**config.mk**
```make
export PLATFORM = sky130hd
export DESIGN_NAME = wb_stage
export DESIGN_NICKNAME = d
export VERILOG_FILES = /design/src/rtl/wb_stage_pkg.sv /design/src/rtl/load_align.sv /design/src/rtl/wb_stage.sv
export SDC_FILE = /design/constraint.sdc
export NUM_CORES = 1
export LEC_CHECK = 0
export ABC_AREA = 1
export BUFFER_PORTS_ARGS = -buffer_cell sky130_fd_sc_hd__buf_2
export CAP_MARGIN = 5
export CORE_MARGIN = 4
export CORE_UTILIZATION = 48
export CTS_CLUSTER_DIAMETER = 40
export DETAILED_ROUTE_END_ITERATION = 12
export GPL_ROUTABILITY_DRIVEN = 0
export PLACE_DENSITY = 0.84
export SYNTH_ARGS = -nofsm -noshare
export SYNTH_HDL_FRONTEND = slang
export SYNTH_SLANG_ARGS = --single-unit
```
**constraint.sdc**
```tcl
create_clock -name clk -period 1.7 [get_ports clk]
set_input_delay 0.085 -clock clk [delete_from_list [all_inputs] [get_ports clk]]
set_output_delay 0.085 -clock clk [all_outputs]
set_load 0.02 [all_outputs]
```
**src/rtl/wb_stage_pkg.sv**
```systemverilog
// Shared definitions for the write-back stage: widths, load opcodes and FSM states.
package wb_stage_pkg;

    localparam int DATA_WIDTH = 32;
    localparam int ADDR_WIDTH = 5;

    localparam logic [2:0] LD_NONE = 3'd0;
    localparam logic [2:0] LD_LB   = 3'd1;
    localparam logic [2:0] LD_LBU  = 3'd2;
    localparam logic [2:0] LD_LH   = 3'd3;
    localparam logic [2:0] LD_LHU  = 3'd4;
    localparam logic [2:0] LD_LW   = 3'd5;

    typedef enum logic [1:0] {
        ST_EMPTY     = 2'd0,
        ST_WAIT_DATA = 2'd1,
        ST_READY     = 2'd2
    } ws_state_e;

    // Opcodes 6 and 7 are not loads; they retire like ALU results.
    function automatic logic is_load(input logic [2:0] op);
        return (op >= LD_LB) && (op <= LD_LW);
    endfunction

endpackage

```
**src/rtl/load_align.sv**
```systemverilog
// Combinational load data alignment: selects byte/halfword/word from a raw
// 32-bit memory word and sign- or zero-extends it.
module load_align
    import wb_stage_pkg::*;
(
    input  logic [31:0] word_i,
    input  logic [2:0]  ld_op_i,
    input  logic [1:0]  addr_lo_i,
    output logic [31:0] result_o
);

    logic [7:0]  byte_sel;
    logic [15:0] half_sel;

    always_comb begin
        byte_sel = word_i[7:0];
        case (addr_lo_i)
            2'd0:    byte_sel = word_i[7:0];
            2'd1:    byte_sel = word_i[15:8];
            2'd2:    byte_sel = word_i[23:16];
            default: byte_sel = word_i[31:24];
        endcase
    end

    // Halfword accesses are always aligned, so only addr_lo[1] matters.
    assign half_sel = addr_lo_i[1] ? word_i[31:16] : word_i[15:0];

    always_comb begin
        result_o = word_i;
        case (ld_op_i)
            LD_LB:   result_o = {{24{byte_sel[7]}}, byte_sel};
            LD_LBU:  result_o = {24'd0, byte_sel};
            LD_LH:   result_o = {{16{half_sel[15]}}, half_sel};
            LD_LHU:  result_o = {16'd0, half_sel};
            default: result_o = word_i;
        endcase
    end

endmodule

```
**src/rtl/wb_stage.sv**
```systemverilog
// Write-back stage: holds one retiring instruction, waits for load data,
// drives the register file write port and publishes forwarding/debug info.
module wb_stage
    import wb_stage_pkg::*;
(
    input  logic                  clk,
    input  logic                  rst,

    input  logic                  ms_valid,
    output logic                  ws_allowin,
    input  logic [31:0]           ms_pc,
    input  logic                  ms_wen,
    input  logic [ADDR_WIDTH-1:0] ms_waddr,
    input  logic [DATA_WIDTH-1:0] ms_result,
    input  logic [2:0]            ms_ld_op,
    input  logic [1:0]            ms_addr_lo,

    input  logic                  data_rvalid,
    input  logic [31:0]           data_rdata,

    output logic                  rf_wen,
    output logic [ADDR_WIDTH-1:0] rf_waddr,
    output logic [DATA_WIDTH-1:0] rf_wdata,

    output logic                  fwd_valid,
    output logic [ADDR_WIDTH-1:0] fwd_addr,
    output logic [DATA_WIDTH-1:0] fwd_data,
    output logic                  fwd_stall,

    output logic [31:0]           debug_wb_pc,
    output logic [3:0]            debug_wb_rf_wen,
    output logic [ADDR_WIDTH-1:0] debug_wb_rf_wnum,
    output logic [31:0]           debug_wb_rf_wdata
);

    ws_state_e             state_q;
    logic [31:0]           pc_q;
    logic                  wen_q;
    logic [ADDR_WIDTH-1:0] waddr_q;
    logic [DATA_WIDTH-1:0] result_q;
    logic [2:0]            ld_op_q;
    logic [1:0]            addr_lo_q;
    logic [31:0]           ld_word_q;

    logic                  accept;
    logic                  ws_valid;
    logic                  live_write;
    logic [31:0]           aligned;
    logic [DATA_WIDTH-1:0] wdata;

    assign ws_allowin = (state_q != ST_WAIT_DATA);
    assign accept     = ms_valid && ws_allowin;

    // A READY instruction always retires; the slot is refilled on the same edge
    // when a new instruction is accepted, so back-to-back flow has no bubble.
    always_ff @(posedge clk) begin
        if (rst) begin
            state_q   <= ST_EMPTY;
            pc_q      <= '0;
            wen_q     <= 1'b0;
            waddr_q   <= '0;
            result_q  <= '0;
            ld_op_q   <= LD_NONE;
            addr_lo_q <= '0;
            ld_word_q <= '0;
        end else begin
            case (state_q)
                ST_WAIT_DATA: begin
                    if (data_rvalid) begin
                        ld_word_q <= data_rdata;
                        state_q   <= ST_READY;
                    end
                end
                default: begin
                    if (accept) begin
                        pc_q      <= ms_pc;
                        wen_q     <= ms_wen;
                        waddr_q   <= ms_waddr;
                        result_q  <= ms_result;
                        ld_op_q   <= ms_ld_op;
                        addr_lo_q <= ms_addr_lo;
                        state_q   <= is_load(ms_ld_op) ? ST_WAIT_DATA : ST_READY;
                    end else begin
                        state_q   <= ST_EMPTY;
                    end
                end
            endcase
        end
    end

    load_align u_load_align (
        .word_i    (ld_word_q),
        .ld_op_i   (ld_op_q),
        .addr_lo_i (addr_lo_q),
        .result_o  (aligned)
    );

    assign ws_valid   = (state_q != ST_EMPTY);
    assign live_write = wen_q && (waddr_q != '0);
    assign wdata      = is_load(ld_op_q) ? aligned : result_q;

    assign rf_wen   = (state_q == ST_READY) && live_write;
    assign rf_waddr = waddr_q;
    assign rf_wdata = wdata;

    assign fwd_valid = ws_valid && live_write;
    assign fwd_addr  = waddr_q;
    assign fwd_data  = wdata;
    assign fwd_stall = fwd_valid && (state_q == ST_WAIT_DATA);

    assign debug_wb_pc       = pc_q;
    assign debug_wb_rf_wen   = {4{rf_wen}};
    assign debug_wb_rf_wnum  = rf_waddr;
    assign debug_wb_rf_wdata = rf_wdata;

endmodule
```
==> results of run 1 <==
==> layout make-up <==
| class | count | area share [%] |
|---|---|---|
| multi-input combinational | 625 | 35.7 |
| timing repair buffer | 367 | 32.1 |
| sequential | 109 | 24.5 |
| clock buffer | 10 | 2.65 |
| tap | 168 | 2.33 |
| inverter | 44 | 2.07 |
| clock inverter | 6 | 0.596 |
==> repair_timing <==
action | CTS | global route
pin swaps | 42 | 31
setup buffers | 15 | 4
hold buffers | 55 | 0
hold endpoints to repair | 55 | 0
gates resized for setup | 243 | 96
cloned | 3 | 1
setup endpoints to repair | 96 | 103
==> sequential cells by signal, summed over array words and instances, names as in the netlist <==
signal            flops
debug_wb_pc          32
ld_word_q            32
result_q             32
debug_wb_rf_wnum      5
ld_op_q               3
addr_lo_q             2
state_q               2
wen_q                 1
==> placed cells by master, fill, tap and decap left out, types with 2 or more instances in the layout <==
cell type        n
buf_2          166
nand2_8          3
nand3_2         14
nand2_1        100
a21oi_1         40
inv_4            3
nor2_1         199
clkinv_1         3
nand3_1         61
dfxtp_4          8
buf_4           55
nand3_4          2
o21ai_0        100
o21ai_1          9
nand2_2         33
buf_6           82
clkinv_4         3
inv_1           30
buf_12           4
inv_2            5
nor2_4          13
dlygate4sd3_1   55
dfxtp_1        100
nand2_4         23
clkbuf_16       10
inv_6            2
buf_8            3
nor2_2          22
inv_8            2
==> worst max path at each step <==
stage	start	to	slack, ns	cells past startpoint
4_1_cts	addr_lo_q[1]	fwd_data[9]	-0.18	11
3_3_place_gp	ld_op_q[0]	rf_wdata[3]	0.07	10
6_report	addr_lo_q[1]	fwd_data[0]	-0.44	9
2_1_floorplan	ld_op_q[1]	fwd_data[16]	0.04	10
3_5_place_dp	ld_op_q[0]	rf_wdata[3]	0.05	10
5_1_grt	ld_op_q[0]	rf_wdata[23]	-0.45	9
==> logic make-up after synthesis <==
family                 Yosys count  synth area share [%]
AOI/OAI and AO/OA              150                  12.6
and+or+nand+nor                473                  32.9
buffers and inverters          179                  18.0
DFF                            109                  36.5
==> power groups by stage <==
| stage | registers (W) | logic (W) | clock network [W] |
|---|---|---|---|
| after floorplan | 0.00299 | 0.00205 | 0 |
| after global placement | 0.00292 | 0.00261 | 0 |
| after detailed placement | 0.00293 | 0.00263 | 0 |
| after CTS | 0.00288 | 0.00335 | 0.00211 |
| after global routing | 0.00291 | 0.00398 | 0.00222 |
| final | 0.00290 | 0.00378 | 0.00210 |
==> tightest hold or removal path, cell delays in order <==
cell     delay (ns)
buf_2          0.10
nand3_1        0.07
a21oi_1        0.06
==> through the flow <==
step	TNS (ns)	util (%)
2_1_floorplan	0	-
3_3_place_gp	0	56.9
3_5_place_dp	0	56.9
4_1_cts	-14.50	71.3
5_1_grt	-28.18	74.5
6_report	-24.09	74.5
==> layer usage <==
layer	track usage [%]	vias to the layer above
met5	0	-
met4	15.9	2
met3	7.30	147
met2	55.1	595
met1	35.5	3330
li1	-	3307
==> results.ini, run 1 <==
[clocking]
cts_made_buffers = 9
clock_latency_ns = 0.35
path_clk_slew_ns = 0.08
cts_tree = built
root_buffer = clkbuf_16
htreeDepth = 3
clockBufferDepth = 2
cts_num_sinks = 109

[placement]
pre_cts_ws_ns = 0.0480
dp_hpwl_mm = 13.8
placed_cells = 1235
dpl_cell_area_um2 = 6890
port_buffers = 261

[critical_path]
reg2reg_depth = 7
worstPathRequired_ns = 1.62
rrSetupSlack_ns = 0.04
arrival_ns = 2.05
crit_type = register to primary output
path_delay_family = simple AND/OR/NAND/NOR gates
critPathMaxFanout = 7
reg2reg_from = state_q[0]
max_stage_delay_ns = 0.39
start_kind = register
cp_slowest_cell = dfxtp_4
cp_cell_sequence = buf_12, nand2_4, nor2_1, nor2_1, nand2_1, nand3_2, nand2_1, nand2_4, buf_4
r2r-end = result_q[23]
cp-end-kind = primary output
cp_num_buf_inv = 2

[routing]
routedWlPerCell_um = 18.9
dr.pass1.iters = 6
drc = 0
final_antenna_net_count = 0
routed-via-count = 7381
wl_met3_mm = 2.52
wl_met2_mm = 12.3
wl_met1_mm = 8.58
drtIter0Drc = 900
top_layer_used = met5
post_drt_via_cell_ratio = 5.55
wirelength_mm = 25.1

[finish]
multi_input_area_um2 = 3220
drive_gt1_share_pct = 39.8
areaGrowthSynthToFinish_pct = 51.0
regArea_um2 = 2210
final_cell_count_no_fill = 1329
n_fill_cell = 805
fin_area_um2 = 9020
num_antenna_cells = 0
layout.nets = 1267

[power]
pwr-share-comb_pct = 43.1
clock_power_share_pct = 23.9
leakage_nw = 4.35
p_sw_w = 0.00342
pwr-share-seq_pct = 33.0
power_density_nw_per_um2 = 972
ir_worst_vdd_mv = 0.924
internal-power_w = 0.00536
p_total_w = 0.00877
swShare_pct = 38.9

[die]
dieHeight_um = 120
core_um2 = 12100
die_width_um = 120
die_area_um2 = 14300
io-pin-count = 262
num_rows = 40
start_util_pct = 49.3

[global_routing]
grt_pass1_wl_mm = 36.1
grt_max_degree = 55
antenna_found_initial = 1
grt_pass1_vias = 6975
gr-total-overflow = 0
gr-usage-all-layers_pct = 31.4

[job]
cap_viol_max_count = 0

[synthesis]
syn_nets = 1022
ys_types = 28
yosysSeqAreaShare_pct = 36.5
synth.area.top_cells = dfxtp_1 (37%), nor2_1 (15%), buf_4 (10%)
synthArstFlopShare_pct = 0
synthCells = 911
synth_commonest_cells = nor2_1 (232), nand2_1 (147), dfxtp_1 (109), o21ai_0 (106), buf_4 (82)
yosys_warnings = 0
synth_area_um2 = 5980
synth_top_cell_area_share_pct = 36.5
yosys.area.top_type = dfxtp_1
synth_area_per_cell_um2 = 6.56
yosysMostFrequentCell = nor2_1
synth-edff-count = 0
ys_seq_elements = 109
ys.flop_type = dfxtp_1

[timing]
rsz0062_at_grt = true
fin_ws_ns = -0.438
slew_viol_final = 0
min_period_ns = 2.14
final.period_utilization_pct = 126
finalHoldViolCount = 0
finalSetupViolations = 96
timing.fmax_ghz = 0.468
hold_ws_ns = 0.00580
fin_skew_ns = 0.00534
worst_slew_pin_slew_ns = 0.494
max_slew_margin_pct = 67.1

[outcome]
status = finished, violations left
violations = negative setup slack

[hold_path]
worstHoldStart = data_rdata[19]
hp-class = input port to register
worst_hold_path.endpoint = ld_word_q[19]
hold_path_depth = 3

Note: power is estimated with default switching activity, not from simulation.
==> run 2: changes to the inputs <==
--- a/config.mk
+++ b/config.mk
@@ -9,11 +9,13 @@
 export BUFFER_PORTS_ARGS = -buffer_cell sky130_fd_sc_hd__buf_2
 export CAP_MARGIN = 5
 export CORE_MARGIN = 4
-export CORE_UTILIZATION = 48
+export CORE_UTILIZATION = 49
+export CTS_BUF_LIST = sky130_fd_sc_hd__clkbuf_2
 export CTS_CLUSTER_DIAMETER = 40
 export DETAILED_ROUTE_END_ITERATION = 12
 export GPL_ROUTABILITY_DRIVEN = 0
-export PLACE_DENSITY = 0.84
+export GPL_TIMING_DRIVEN = 1
+export PLACE_DENSITY = 0.85
 export SYNTH_ARGS = -nofsm -noshare
 export SYNTH_HDL_FRONTEND = slang
 export SYNTH_SLANG_ARGS = --single-unit
==> run 2 against run 1 <==
Effect of this change:
- the run still ends with negative setup slack left
- worst hold slack improved by 0.21 ns
- count of clock-buffer cells in the layout unchanged
- die area decreased by 1.9%
- clock skew increased by 0.017 ns
- first-iteration DRC count increased by 3.0%
- clock power decreased by 48%
- core utilization increased by 1.9 points
- register-to-register slack improved by 0.13 ns
- maximum frequency decreased by 7.0%
- non-clock buffer count increased by 57
- total power decreased by 12%
- critical endpoint is now rf_wdata[27]
==> results.ini, run 2 (synthesis results as in run 1) <==
[outcome]
status = finished, violations left
violations = negative setup slack

[critical_path]
r2r-end = debug_wb_pc[3]
arrival_ns = 2.21
cp-end-kind = primary output
reg2reg_depth = 7
rrSetupSlack_ns = 0.17
cp_slowest_cell = dfxtp_4
max_stage_delay_ns = 0.44
cp_cell_sequence = buf_6, nand2_2, nand2_1, nand2_1, nand2_2, nand3_4, nand2_4, nor2_1, nor2_2, buf_2
crit_type = register to primary output
reg2reg_from = state_q[0]
critPathMaxFanout = 8
start_kind = register
worstPathRequired_ns = 1.62

[global_routing]
top_usage_layer = met2
grt_pass1_wl_mm = 39.1
antenna_found_initial = 0
met3_usage_pct = 6.60
met1_usage_pct = 38.3
gr-usage-all-layers_pct = 34.8
global_route.usage.met2_pct = 62.0
grt_max_degree = 56
grt_pass1_vias = 7662
gr-total-overflow = 0

[timing]
max_slew_margin_pct = 72.7
worst_slew_pin_slew_ns = 0.408
rsz0062_at_grt = true
finalHoldViolCount = 0
timing.fmax_ghz = 0.435
slew_viol_final = 0
min_period_ns = 2.30
fin_ws_ns = -0.599
finalSetupViolations = 103
fin_skew_ns = 0.0219
final.period_utilization_pct = 135

[finish]
areaGrowthSynthToFinish_pct = 52.9
n_fill_cell = 741
layout_commonest_cell = nor2_1
final_cell_count_no_fill = 1366
layout.nets = 1325
final_cell_mix = nor2_1 (210), buf_2 (163), nand2_1 (120), dlygate4sd3_1 (110), o21ai_0 (102)
drive_gt1_share_pct = 35.3
fin_area_um2 = 9140

[power]
p_sw_w = 0.00322
pwr-share-comb_pct = 48.3
internal-power_w = 0.00452
p_total_w = 0.00773
power_density_nw_per_um2 = 846
clock_power_share_pct = 14.0
pwr-share-seq_pct = 37.6
leakage_nw = 4.43
swShare_pct = 41.6
ir_worst_vdd_mv = 0.677

[placement]
dp_hpwl_mm = 13.8
port_buffers = 261
placed_cells = 1213
dpl_cell_area_um2 = 6880

[routing]
drtIter0Drc = 927
dr.pass1.iters = 6
routedWlPerCell_um = 19.1
drc = 0
final_antenna_net_count = 0
routed-via-count = 7673
wirelength_mm = 26.1
post_drt_via_cell_ratio = 5.62

[die]
die_area_um2 = 14000
dieHeight_um = 118
die_width_um = 118
core_um2 = 12000
start_util_pct = 50.0
io-pin-count = 262
num_rows = 40

[job]
cap_viol_max_count = 0

[clocking]
cts_tree = built
htreeDepth = 3
root_buffer = clkbuf_2
cts_num_sinks = 109
clockBufferDepth = 2
cts_made_buffers = 9
clock_latency_ns = 0.64
path_clk_slew_ns = 0.31

[hold_path]
worstHoldStart = ms_pc[1]
hp-class = input port to register
worst_hold_path.endpoint = debug_wb_pc[1]
hold_path_depth = 4

==> run 2: metrics by stage <==
stage	hold slack [ns]	setup TNS, ns	setup slack [ns]	util, %
5_1_grt	0.189	-63.52	-0.704	76.4
6_report	0.216	-51.88	-0.599	76.4
2_1_floorplan	0.249	0	0.0405	-
3_3_place_gp	0.332	0	0.110	57.5
4_1_cts	0.166	-47.41	-0.517	74.5
3_5_place_dp	0.340	0	0.0974	57.5
==> run 2: power by group through the flow <==
stage	Sequential, W	Combinational (W)	Clock, W
4_1_cts	0.00288	0.00341	0.00109
3_5_place_dp	0.00293	0.00263	0
5_1_grt	0.00293	0.00394	0.00119
3_3_place_gp	0.00292	0.00261	0
2_1_floorplan	0.00299	0.00205	0
6_report	0.00291	0.00374	0.00109
==> run 2: what timing repair did <==
| item | CTS | global route |
|---|---|---|
| cloned | 4 | 2 |
| pin swaps | 13 | 6 |
| gates resized for setup | 216 | 44 |
| hold buffers | 110 | 0 |
| setup endpoints to repair | 103 | 142 |
| endpoints found under the hold margin | 109 | 0 |
| buffers inserted | 16 | 5 |
==> run 2: layout make-up <==
type / count / area, µm² / share of cell area [%]
Timing Repair Buffer: 424 / 3460 / 37.8
Multi-Input combinational cell: 626 / 3020 / 33.0
Sequential cell: 109 / 2210 / 24.1
Inverter: 44 / 188 / 2.05
Tap cell: 147 / 184 / 2.01
Clock buffer: 10 / 50.0 / 0.548
Clock inverter: 4 / 33.8 / 0.370
Antenna cell: 2 / 5.00 / 0.0548
==> run 2: worst max-delay path by stage <==
stage | slack [ns] | from | to | cells after the start
after floorplan | 0.04 | ld_op_q[1] | fwd_data[16] | 10
after global placement | 0.11 | addr_lo_q[1] | rf_wdata[17] | 7
after detailed placement | 0.1 | addr_lo_q[1] | fwd_data[17] | 7
after CTS | -0.52 | addr_lo_q[1] | fwd_data[28] | 9
after global routing | -0.70 | addr_lo_q[1] | rf_wdata[27] | 10
final | -0.60 | addr_lo_q[1] | rf_wdata[27] | 10
==> run 2: layer usage <==
metal	vias to the layer above	share of wire, %	wire length, µm
met5	-	0	0
met4	0	6.7	1750
met3	150	10	2660
met2	644	49	12800
met1	3455	34	8850
li1	3424	-	-
==> run 2: worst max-delay path: cells and delay by family, from the launching register on <==
family                 cells  cell delay [ns]
buffers and inverters      2             0.32
flip-flops                 1             0.44
AND/OR/NAND/NOR            8             0.83
